File: src/rtl/syn_gpu_pkg.sv
// Shared GPU definitions: job action field, job word width and job queue defaults.
package syn_gpu_pkg;

  typedef enum logic [1:0] {
    ACT_NOP   = 2'd0,
    ACT_DRAW  = 2'd1,
    ACT_CLEAR = 2'd2,
    ACT_AA    = 2'd3
  } action_t;

  localparam int P_GPU_JOB_BFFR_W   = 10;
  localparam int P_GPU_JOB_Q_NUM_CH = 2;
  localparam int P_GPU_JOB_Q_DEPTH  = 8;

  // The action field sits in the top two bits of a job word.
  function automatic action_t get_job_action(input logic [P_GPU_JOB_BFFR_W-1:0] job);
    return action_t'(job[P_GPU_JOB_BFFR_W-1 -: 2]);
  endfunction

endpackage

File: src/rtl/syn_gpu_job_queue_if.sv
// Enqueue, status and dispatch signals of syn_gpu_job_queue; slave = queue side.
interface syn_gpu_job_queue_if #(
  parameter int P_NUM_CH = syn_gpu_pkg::P_GPU_JOB_Q_NUM_CH,
  parameter int P_DEPTH  = syn_gpu_pkg::P_GPU_JOB_Q_DEPTH,
  parameter int P_JOB_W  = syn_gpu_pkg::P_GPU_JOB_BFFR_W
);
  localparam int OCC_W = $clog2(P_DEPTH + 1);
  localparam int CH_W  = (P_NUM_CH > 1) ? $clog2(P_NUM_CH) : 1;

  logic [P_NUM_CH-1:0]         wr_en_i;
  logic [P_NUM_CH*P_JOB_W-1:0] wr_job_i;
  logic [P_NUM_CH-1:0]         flush_i;
  logic [P_NUM_CH-1:0]         full_o;
  logic [P_NUM_CH-1:0]         empty_o;
  logic [P_NUM_CH*OCC_W-1:0]   occ_o;
  logic [P_NUM_CH-1:0]         ovrflw_o;
  logic                        job_valid_o;
  logic                        job_ready_i;
  logic [P_JOB_W-1:0]          job_data_o;
  logic [1:0]                  job_action_o;
  logic [CH_W-1:0]             job_ch_o;

  modport master (
    output wr_en_i, wr_job_i, flush_i, job_ready_i,
    input  full_o, empty_o, occ_o, ovrflw_o, job_valid_o, job_data_o, job_action_o, job_ch_o
  );

  modport slave (
    input  wr_en_i, wr_job_i, flush_i, job_ready_i,
    output full_o, empty_o, occ_o, ovrflw_o, job_valid_o, job_data_o, job_action_o, job_ch_o
  );

endinterface

File: src/rtl/syn_gpu_job_rr_arb.sv
// Combinational channel arbiter: strict lowest-index or round-robin after last grant.
module syn_gpu_job_rr_arb #(
  parameter int P_NUM_CH = 2,
  parameter int CH_W     = (P_NUM_CH > 1) ? $clog2(P_NUM_CH) : 1
) (
  input  logic [P_NUM_CH-1:0] req_i,
  input  logic                rr_en_i,
  input  logic [CH_W-1:0]     last_i,
  output logic [P_NUM_CH-1:0] gnt_o,
  output logic [CH_W-1:0]     idx_o,
  output logic                vld_o
);

  logic [CH_W-1:0] c;

  // Scan order starts at channel 0 (strict) or just after last_i (round-robin).
  always_comb begin
    gnt_o = '0;
    idx_o = '0;
    vld_o = 1'b0;
    c     = '0;
    for (int unsigned k = 0; k < P_NUM_CH; k++) begin
      if (rr_en_i) c = CH_W'((32'(last_i) + 32'd1 + k) % P_NUM_CH);
      else         c = CH_W'(k);
      if (!vld_o && req_i[c]) begin
        vld_o    = 1'b1;
        idx_o    = c;
        gnt_o[c] = 1'b1;
      end
    end
  end

endmodule

File: src/rtl/syn_gpu_job_queue.sv
// Multi-channel circular job FIFOs feeding one registered dispatch port.
// Optional SYN_GPU_JOB_QUEUE_STATS_EN adds saturating drop/dispatch counters.
module syn_gpu_job_queue
  import syn_gpu_pkg::*;
#(
  parameter int P_NUM_CH = P_GPU_JOB_Q_NUM_CH,
  parameter int P_DEPTH  = P_GPU_JOB_Q_DEPTH,
  parameter int P_JOB_W  = P_GPU_JOB_BFFR_W
) (
  input  logic        clk_ir,
  input  logic        rst_ih,
  input  logic        cfg_rr_en_i,
`ifdef SYN_GPU_JOB_QUEUE_STATS_EN
  input  logic        stat_clr_i,
  output logic [15:0] stat_drop_cnt_o,
  output logic [15:0] stat_disp_cnt_o,
`endif
  syn_gpu_job_queue_if.slave q_if
);

  localparam int PTR_W = $clog2(P_DEPTH);
  localparam int OCC_W = $clog2(P_DEPTH + 1);
  localparam int CH_W  = (P_NUM_CH > 1) ? $clog2(P_NUM_CH) : 1;

  logic [P_JOB_W-1:0] mem_q  [P_NUM_CH][P_DEPTH];
  logic [PTR_W-1:0]   wptr_q [P_NUM_CH];
  logic [PTR_W-1:0]   wptr_d [P_NUM_CH];
  logic [PTR_W-1:0]   rptr_q [P_NUM_CH];
  logic [PTR_W-1:0]   rptr_d [P_NUM_CH];
  logic [OCC_W-1:0]   occ_q  [P_NUM_CH];
  logic [OCC_W-1:0]   occ_d  [P_NUM_CH];

  logic [P_NUM_CH-1:0] full, empty, req, wr_ok, deq, gnt;
  logic [P_NUM_CH-1:0] ovrflw_q, ovrflw_d;
  logic [CH_W-1:0]     gnt_idx, last_q, ch_q;
  logic                gnt_vld, load;
  logic                valid_q;
  logic [P_JOB_W-1:0]  data_q;

  // Flush masks a channel from write, overflow and grant in the same cycle.
  always_comb begin
    for (int unsigned c = 0; c < P_NUM_CH; c++) begin
      full[c]     = (occ_q[c] == OCC_W'(P_DEPTH));
      empty[c]    = (occ_q[c] == '0);
      req[c]      = !empty[c] && !q_if.flush_i[c];
      wr_ok[c]    = q_if.wr_en_i[c] && !full[c] && !q_if.flush_i[c];
      ovrflw_d[c] = q_if.wr_en_i[c] && full[c] && !q_if.flush_i[c];
    end
  end

  syn_gpu_job_rr_arb #(
    .P_NUM_CH (P_NUM_CH),
    .CH_W     (CH_W)
  ) u_arb (
    .req_i   (req),
    .rr_en_i (cfg_rr_en_i),
    .last_i  (last_q),
    .gnt_o   (gnt),
    .idx_o   (gnt_idx),
    .vld_o   (gnt_vld)
  );

  assign load = (!valid_q || q_if.job_ready_i) && gnt_vld;
  assign deq  = load ? gnt : '0;

  always_comb begin
    for (int unsigned c = 0; c < P_NUM_CH; c++) begin
      wptr_d[c] = wptr_q[c];
      rptr_d[c] = rptr_q[c];
      occ_d[c]  = occ_q[c];
      if (q_if.flush_i[c]) begin
        wptr_d[c] = '0;
        rptr_d[c] = '0;
        occ_d[c]  = '0;
      end else begin
        if (wr_ok[c]) wptr_d[c] = wptr_q[c] + PTR_W'(1);
        if (deq[c])   rptr_d[c] = rptr_q[c] + PTR_W'(1);
        if (wr_ok[c] && !deq[c])      occ_d[c] = occ_q[c] + OCC_W'(1);
        else if (!wr_ok[c] && deq[c]) occ_d[c] = occ_q[c] - OCC_W'(1);
      end
    end
  end

  always_ff @(posedge clk_ir or posedge rst_ih) begin
    if (rst_ih) begin
      for (int unsigned c = 0; c < P_NUM_CH; c++) begin
        wptr_q[c] <= '0;
        rptr_q[c] <= '0;
        occ_q[c]  <= '0;
      end
      ovrflw_q <= '0;
    end else begin
      for (int unsigned c = 0; c < P_NUM_CH; c++) begin
        wptr_q[c] <= wptr_d[c];
        rptr_q[c] <= rptr_d[c];
        occ_q[c]  <= occ_d[c];
      end
      ovrflw_q <= ovrflw_d;
    end
  end

  always_ff @(posedge clk_ir) begin
    for (int unsigned c = 0; c < P_NUM_CH; c++) begin
      if (wr_ok[c]) mem_q[c][wptr_q[c]] <= q_if.wr_job_i[c*P_JOB_W +: P_JOB_W];
    end
  end

  always_ff @(posedge clk_ir or posedge rst_ih) begin
    if (rst_ih) begin
      valid_q <= 1'b0;
      data_q  <= '0;
      ch_q    <= '0;
      last_q  <= CH_W'(P_NUM_CH - 1);
    end else if (load) begin
      valid_q <= 1'b1;
      data_q  <= mem_q[gnt_idx][rptr_q[gnt_idx]];
      ch_q    <= gnt_idx;
      last_q  <= gnt_idx;
    end else if (q_if.job_ready_i) begin
      valid_q <= 1'b0;
    end
  end

  for (genvar g = 0; g < P_NUM_CH; g++) begin : g_occ
    assign q_if.occ_o[g*OCC_W +: OCC_W] = occ_q[g];
  end

  assign q_if.full_o       = full;
  assign q_if.empty_o      = empty;
  assign q_if.ovrflw_o     = ovrflw_q;
  assign q_if.job_valid_o  = valid_q;
  assign q_if.job_data_o   = data_q;
  assign q_if.job_action_o = data_q[P_JOB_W-1 -: 2];
  assign q_if.job_ch_o     = ch_q;

`ifdef SYN_GPU_JOB_QUEUE_STATS_EN
  logic [15:0] drop_cnt_q, drop_cnt_d, disp_cnt_q, disp_cnt_d;
  logic [16:0] drop_sum, disp_sum;

  assign drop_sum = {1'b0, drop_cnt_q} + 17'($countones(ovrflw_d));
  assign disp_sum = {1'b0, disp_cnt_q} + 17'(valid_q && q_if.job_ready_i);

  always_comb begin
    drop_cnt_d = drop_sum[16] ? '1 : drop_sum[15:0];
    disp_cnt_d = disp_sum[16] ? '1 : disp_sum[15:0];
    if (stat_clr_i) begin
      drop_cnt_d = '0;
      disp_cnt_d = '0;
    end
  end

  always_ff @(posedge clk_ir or posedge rst_ih) begin
    if (rst_ih) begin
      drop_cnt_q <= '0;
      disp_cnt_q <= '0;
    end else begin
      drop_cnt_q <= drop_cnt_d;
      disp_cnt_q <= disp_cnt_d;
    end
  end

  assign stat_drop_cnt_o = drop_cnt_q;
  assign stat_disp_cnt_o = disp_cnt_q;
`endif

endmodule
File: src/flat_wrapper.sv
// flat-port wrapper written by rule: the top's interface ports become plain ports
module syn_gpu_job_queue_flat import syn_gpu_pkg::*;
#(
  parameter int P_NUM_CH = P_GPU_JOB_Q_NUM_CH,
  parameter int P_DEPTH  = P_GPU_JOB_Q_DEPTH,
  parameter int P_JOB_W  = P_GPU_JOB_BFFR_W
)
  (clk_ir, rst_ih, cfg_rr_en_i, q_if_wr_en_i, q_if_wr_job_i, q_if_flush_i, q_if_job_ready_i, q_if_full_o, q_if_empty_o, q_if_occ_o, q_if_ovrflw_o, q_if_job_valid_o, q_if_job_data_o, q_if_job_action_o, q_if_job_ch_o);
  syn_gpu_job_queue_if #(.P_NUM_CH(P_NUM_CH), .P_DEPTH(P_DEPTH), .P_JOB_W(P_JOB_W)) q_if_i ();
  input  logic clk_ir;
  input  logic rst_ih;
  input  logic cfg_rr_en_i;
  input wire logic [$bits(q_if_i.wr_en_i)-1:0] q_if_wr_en_i;
  input wire logic [$bits(q_if_i.wr_job_i)-1:0] q_if_wr_job_i;
  input wire logic [$bits(q_if_i.flush_i)-1:0] q_if_flush_i;
  input wire logic [$bits(q_if_i.job_ready_i)-1:0] q_if_job_ready_i;
  output wire logic [$bits(q_if_i.full_o)-1:0] q_if_full_o;
  output wire logic [$bits(q_if_i.empty_o)-1:0] q_if_empty_o;
  output wire logic [$bits(q_if_i.occ_o)-1:0] q_if_occ_o;
  output wire logic [$bits(q_if_i.ovrflw_o)-1:0] q_if_ovrflw_o;
  output wire logic [$bits(q_if_i.job_valid_o)-1:0] q_if_job_valid_o;
  output wire logic [$bits(q_if_i.job_data_o)-1:0] q_if_job_data_o;
  output wire logic [$bits(q_if_i.job_action_o)-1:0] q_if_job_action_o;
  output wire logic [$bits(q_if_i.job_ch_o)-1:0] q_if_job_ch_o;
  assign q_if_i.wr_en_i = q_if_wr_en_i;
  assign q_if_i.wr_job_i = q_if_wr_job_i;
  assign q_if_i.flush_i = q_if_flush_i;
  assign q_if_i.job_ready_i = q_if_job_ready_i;
  assign q_if_full_o = q_if_i.full_o;
  assign q_if_empty_o = q_if_i.empty_o;
  assign q_if_occ_o = q_if_i.occ_o;
  assign q_if_ovrflw_o = q_if_i.ovrflw_o;
  assign q_if_job_valid_o = q_if_i.job_valid_o;
  assign q_if_job_data_o = q_if_i.job_data_o;
  assign q_if_job_action_o = q_if_i.job_action_o;
  assign q_if_job_ch_o = q_if_i.job_ch_o;
  syn_gpu_job_queue #(.P_NUM_CH(P_NUM_CH), .P_DEPTH(P_DEPTH), .P_JOB_W(P_JOB_W)) u_core (.clk_ir(clk_ir), .rst_ih(rst_ih), .cfg_rr_en_i(cfg_rr_en_i), .q_if(q_if_i));
endmodule
File: config.mk
export PLATFORM = sky130hd
export DESIGN_NAME = syn_gpu_job_queue_flat
export DESIGN_NICKNAME = d
export VERILOG_FILES = /design/src/rtl/syn_gpu_pkg.sv /design/src/rtl/syn_gpu_job_queue_if.sv /design/src/rtl/syn_gpu_job_rr_arb.sv /design/src/rtl/syn_gpu_job_queue.sv /design/src/flat_wrapper.sv
export SDC_FILE = /design/constraint.sdc
export NUM_CORES = 1
export LEC_CHECK = 0
export CAP_MARGIN = 40
export CORE_ASPECT_RATIO = 0.8
export CORE_MARGIN = 2
export CORE_UTILIZATION = 40
export CTS_CLUSTER_SIZE = 28
export DETAILED_ROUTE_END_ITERATION = 10
export GPL_TIMING_DRIVEN = 0
export REMOVE_ABC_BUFFERS = 1
export SYNTH_ARGS = -nofsm -noshare
export SYNTH_HDL_FRONTEND = slang
export SYNTH_SLANG_ARGS = --single-unit
File: constraint.sdc
create_clock -name clk_ir -period 5.6 [get_ports clk_ir]
set_input_delay 1.4 -clock clk_ir [delete_from_list [all_inputs] [get_ports clk_ir]]
set_output_delay 1.4 -clock clk_ir [all_outputs]
set_load 0.01 [all_outputs]
After elaboration in Yosys (flattened, before gate mapping)
Memories as Yosys holds them, arrays and structs flattened.
Cells that the tools add are included.
{"block": "word_totals", "reg_bits": 35, "mem_bits_rw": 160, "out_inout_bits": 28, "word_cells": 128, "n_memories": 1}
{"memory": "u_core.mem_q", "words": 2, "width": 80, "read_ports": 1, "rd_ports_with_merged_regs": 0, "write_ports": 2, "line": "syn_gpu_job_queue.sv:25", "source": "logic [P_JOB_W-1:0] mem_q [P_NUM_CH][P_DEPTH];"}
{"block": "op_classes", "add_sub_neg": 10, "n_lt_le_gt_ge": 10, "eq_ne": 2, "n_mux": 47, "bitwise_logic": 5, "reduce_logical": 42}
{"op": "80-bit 2-to-1 mux", "count": 2}
{"op": "10-bit demux with 3-bit select", "count": 2}
{"op": "10-bit 2-to-1 mux", "count": 4}
{"op": "3-bit 2-to-1 mux", "count": 11}
{"op": "10-bit binary-select mux with 3-bit select", "count": 1}
{"op": "4-bit 2-to-1 mux", "count": 6}
{"op": "1-bit logical AND", "count": 20}
{"op": "1-bit 2-to-1 mux", "count": 16}
{"op": "3-bit by 1-bit adder with 3-bit output, second input constant", "count": 4}
{"op": "4-bit greater-or-equal comparator, second input constant", "count": 3}
{"op": "1-bit zero test", "count": 12}
{"op": "3-bit inverter with 4-bit output", "count": 3}
{"op": "2-bit nonzero test", "count": 5}
{"op": "4-bit by 1-bit adder with 4-bit output, second input constant", "count": 2}
{"op": "4-bit == test, second input constant", "count": 2}
{"op": "4-bit zero test", "count": 2}
{"op": "4-bit by 1-bit less-than comparator with 1-bit output, second input constant", "count": 2}
{"op": "4-bit by 1-bit subtractor with 4-bit output, second input constant", "count": 2}
{"op": "2-bit 2-to-1 mux", "count": 3}
{"op": "3-bit nonzero test", "count": 2}
{"op": "1-bit by 2-bit less-than comparator with 1-bit output, second input constant", "count": 2}
{"op": "1-bit adder, second input constant", "count": 2}
{"op": "1-bit demux with 1-bit select", "count": 2}
{"op": "1-bit greater-or-equal comparator, second input constant", "count": 2}
{"op": "other kinds (4)", "count": 4}

Longest topological paths before layout
{"block": "depth", "ltp_word": 17, "mapped_depth": 11}

Modules after synthesis
A second synthesis with hierarchy kept.
{"block": "unflattened", "cells_unflattened": 577, "area_unflattened_um2": 8276.7}
{"module": "syn_gpu_job_queue", "instances": 1, "cells_per_inst": 571, "area_each_um2": 8232.9, "seq_area_each_um2": 5681.7}
{"module": "syn_gpu_job_rr_arb", "instances": 1, "cells_per_inst": 6, "area_each_um2": 43.8, "seq_area_each_um2": 0.0}

Worst setup path before layout
No wires, ideal clock.
{"block": "synth_timing", "kind": "input port to flip-flop", "start": "input q_if_flush_i[0]", "end": "register u_core.occ_q, in the netlist u_core.q_if.occ_o[3]", "setup_time_ns": 0.128, "t_arrival_ns": 3.471, "required_time_ns": 5.472, "slack_ns": 2.001, "cell_stages": 10, "path_buffers": 1, "cell_sequence": "clkbuf_1 o311ai_4 nand3_4 nand2_1 ha_1 a21o_1 a21oi_1 nor2_1 mux2i_1 mux2_1"}
{"block": "synth_via", "elab_chain_len": 14, "word_cells_on_any_way": 23, "classes_between": "mux (11); bitwise (1); reduce/logical (11)"}
{"item": "from (decl)", "line": "flat_wrapper.sv:15", "source": "input wire logic [$bits(q_if_i.flush_i)-1:0] q_if_flush_i;"}
{"item": "1-bit zero test", "line": "syn_gpu_job_queue.sv:45, syn_gpu_job_queue.sv:46"}
{"item": "1-bit logical AND", "line": "syn_gpu_job_queue.sv:45", "source": "req[c] = !empty[c] && !q_if.flush_i[c];"}
{"item": "1-bit 2-to-1 mux (implied by the code) (2 in a row)", "line": "syn_gpu_job_rr_arb.sv:25", "source": "if (!vld_o && req_i[c]) begin"}
{"item": "1-bit 2-to-1 mux", "line": "syn_gpu_job_rr_arb.sv:25"}
{"item": "1-bit zero test", "line": "syn_gpu_job_rr_arb.sv:25"}
{"item": "1-bit logical AND", "line": "syn_gpu_job_rr_arb.sv:25"}
{"item": "1-bit 2-to-1 mux", "line": "syn_gpu_job_rr_arb.sv:25"}
{"item": "1-bit logical AND", "line": "syn_gpu_job_queue.sv:63", "source": "assign load = (!valid_q || q_if.job_ready_i) && gnt_vld;"}
{"item": "2-bit 2-to-1 mux", "line": "syn_gpu_job_queue.sv:64", "source": "assign deq = load ? gnt : '0;"}
{"item": "1-bit zero test", "line": "syn_gpu_job_queue.sv:78", "source": "if (wr_ok[c] && !deq[c]) occ_d[c] = occ_q[c] + OCC_W'(1);"}
{"item": "1-bit logical AND", "line": "syn_gpu_job_queue.sv:78"}
{"item": "4-bit 2-to-1 mux", "line": "syn_gpu_job_queue.sv:78"}
{"item": "4-bit 2-to-1 mux", "line": "syn_gpu_job_queue.sv:71", "source": "if (q_if.flush_i[c]) begin"}
{"item": "to (signal, indexed assignment)", "line": "syn_gpu_job_queue.sv:96", "source": "occ_q[c] <= occ_d[c];"}
{"item": "to (decl)", "line": "syn_gpu_job_queue.sv:30", "source": "logic [OCC_W-1:0] occ_q [P_NUM_CH];"}
Several ways; a longest one is shown, not always the timed one. The select of a mux whose other input is x is not followed.
A chain may end at the register's enable or synchronous reset.

Final worst setup path
Ends and elaborated chain as after synthesis.

==> metrics.yaml <==
status:
  status: "finished, final reports clean"
timing:
  period_needed_ps: 4030
  finalSetupTns_ps: 0
  fmax_ghz: 0.248
  fin_crit_sh: 0.720
  finalHoldViolCount: 0
  setup_viol: 0
  finalMaxSlewViolations: 0
  tightest_slew_ps: 810
  fin_skew_ps: 8.68
  relSlewSlack: 0.458
  rsz0062_at_grt: "no"
synth:
  yosysWarnings: 0
  synth_cell_types: 47
  avgSynthCellArea_sq_um: 17.7
  synthXorXnorAreaFrac: 0.0176
  synthMuxAreaShare: 0.131
  synth_top_family_by_area: "multiplexers"
  syn_area_sq_mm: 0.00810
  synth-compound-area-share: 0.0355
  async_reset_ff_frac: 0.179
  ys_seq_area_frac: 0.702
  yosys_most_used_dff: "edfxtp_1"
  synthCells: 458
  ys_seq_elements: 195
  synth_edf_count: 160
  synth-simple-area-share: 0.0753
  synthAdderAreaFrac: 0.0173
floorplanning:
  initial_core_util: 0.408
  num_io_pins: 56
  die_w_microns: 163
  dieHeight_microns: 131
  rows: 46
  design.core.area_sq_mm: 0.0199
  dieArea_sq_mm: 0.0214
cells_and_area:
  antenna_cells: 0
  final_nets: 567
  layout_common_cells: "160 x edfxtp_1, 55 x clkdlybuf4s50_1, 42 x nor2_1, 40 x mux4_2, 33 x dfrtp_1"
  stdcell_area_sq_mm: 0.00970
  drive_above_1_share: 0.212
  syn_to_final_growth_pct: 19.9
  final_common_cell: "edfxtp_1"
clock_tree:
  cts_resized: 0
  cts_buffers: 17
  cts_max_path_buffers: 2
  cts_max_level: 4
  ctsRootBufferMaster: "clkbuf_16"
  holdBufCountCts: 0
  clk_pin_slew_ps: 70
  cts_tree: "built"
  cts_setup_buffers: 0
  worstSkewPairLatency_ps: 440
  clock-sinks: 195
route:
  wl_per_cell_microns: 19.5
  drt-total-wl_mm: 15.7
  ant_nets: 0
  first_pass_iters: 4
  vias_per_cell: 5.22
  drt_drc_violations_left: 0
  via_count: 4205
  drt_iter0_drc: 344
setup_path:
  required_ps: 5920
  crit_arrival_ps: 4350
  ff2ff_path_depth: 11
  start_kind: "primary input"
  worstPathMaxFanout: 19
  worst-setup-path-type: "primary input to flop"
  end_kind: "flop"
global_routing:
  grt_pass1_vias: 4419
  grt_overflow: 0
  grt_pass1_wl_mm: 25.0
  antenna_found_initial: 0
  track_usage: 0.160
  grt_max_degree: 36
flow_run:
  cap_violations: 0
placement:
  numPortBuffers: 55
  gp_congestion: 0.703
  dpl_cell_area_sq_mm: 0.00910
  hpwl_mm: 11.0
min_path:
  holdPathStages: 2
  hold_class: "flop to flop"
power_and_ir_drop:
  leakage_nw: 3.37
  ir_worst_vdd_uv: 233
  power_density_mw_per_mm2: 428
-- metrics by stage --
| step | cells | hold WS [ps] | util | setup slack [ps] | total power [mW] |
|---|---|---|---|---|---|
| finish | 806 | 483 | 0.489 | 1570 | 4.15 |
| global route | 806 | 488 | 0.489 | 1330 | 4.36 |
| CTS | 806 | 488 | 0.489 | 1590 | 4.20 |
| detailed placement | 774 | 461 | 0.459 | 1100 | 2.98 |
| global placement | 754 | 455 | 0.446 | 568 | 2.89 |
| floorplan | 435 | 439 | - | 1800 | 2.52 |
-- cell type report --
type | count | area (sq um)
clock buffers | 17 | 425
flip-flops and latches | 195 | 5680
clock inverters | 15 | 174
repair buffers | 75 | 779
fillers | 1667 | 10200
inverters | 13 | 48.8
multi-input cells | 227 | 2260
well taps | 264 | 330
-- registers in the layout (all words and copies together) (netlist names) --
name and flops:
u_core.q_if.job_ch_o 1, u_core.last_q 1, u_core.q_if.occ_o 8, u_core.q_if.job_valid_o 1, u_core.mem_q 160, u_core.wptr_q 6, u_core.rptr_q 6, u_core.q_if.ovrflw_o 2
u_core.q_if.job_data_o 10
-- logic make-up after synthesis --
family          after synthesis
flops                       195
simple gates                112
compound gates               39
buf+inv                      36
fa+ha+maj                    10
mux                          54
xor+xnor                     12
-- routing by layer --
layer | vias to the layer above | global-route usage | routed length [microns]
met5 | - | 0 | 0
met4 | 0 | 0.0457 | 185
met3 | 18 | 0.0404 | 847
met2 | 93 | 0.251 | 7560
met1 | 2158 | 0.221 | 7150
li1 | 1936 | - | -
-- critical path, cell delays in order --
cell and delay, ps:
clkdlybuf4s50_1 830, o311ai_4 590, nand3_4 200, nand2_1 170
ha_1 250, a21o_1 180, a21oi_1 180, nor2_1 60
mux2i_1 160, mux2_1 330
-- final timing paths --
path | from | endpoint | slack [ps]
min in group asynchronous | rst_ih | u_core.q_if.ovrflw_o[0]$_DFF_PP0_ | 1430
max in group asynchronous | rst_ih | u_core.rptr_q[3]$_DFFE_PP0P_ | 3620
hold / removal | u_core.last_q$_DFFE_PP1P_ | u_core.last_q$_DFFE_PP1P_ | 480
setup / recovery | q_if_flush_i[0] | u_core.q_if.occ_o[3]$_DFFE_PP0P_ | 1570
setup reg to reg | u_core.q_if.occ_o[5]$_DFFE_PP0P_ | u_core.q_if.occ_o[3]$_DFFE_PP0P_ | 2710
hold reg to reg | u_core.last_q$_DFFE_PP1P_ | u_core.last_q$_DFFE_PP1P_ | 480
-- synthesized netlist by cell type, drive strengths merged (3+ instances only) --
cell / number / area (sq um)
a21o: 3 / 22.5
a21oi: 4 / 20.0
a31oi: 25 / 156
and3: 11 / 73.8
buf: 13 / 85.1
clkbuf: 10 / 37.5
dfrtp: 34 / 851
edfxtp: 160 / 4800
ha: 8 / 100
inv: 12 / 45.0
mux2: 6 / 82.6
mux2i: 8 / 80.1
mux4: 40 / 901
nand2: 20 / 96.3
nand2b: 6 / 37.5
nand3: 6 / 42.5
nor2: 42 / 158
nor3: 6 / 30.0
nor3b: 8 / 60.1
o22ai: 3 / 32.5
or3: 3 / 18.8
xnor2: 5 / 81.3
xor2: 7 / 61.3
-- report_power, final --
part	leakage, nW	total, mW	switching (mW)	internal, mW
Sequential	1.89	1.84	0.143	1.70
Clock	0.297	1.22	0.578	0.642
Combinational	1.19	1.09	0.504	0.589
Total	3.37	4.15	1.22	2.93
Power figures use the tool's default switching activity.
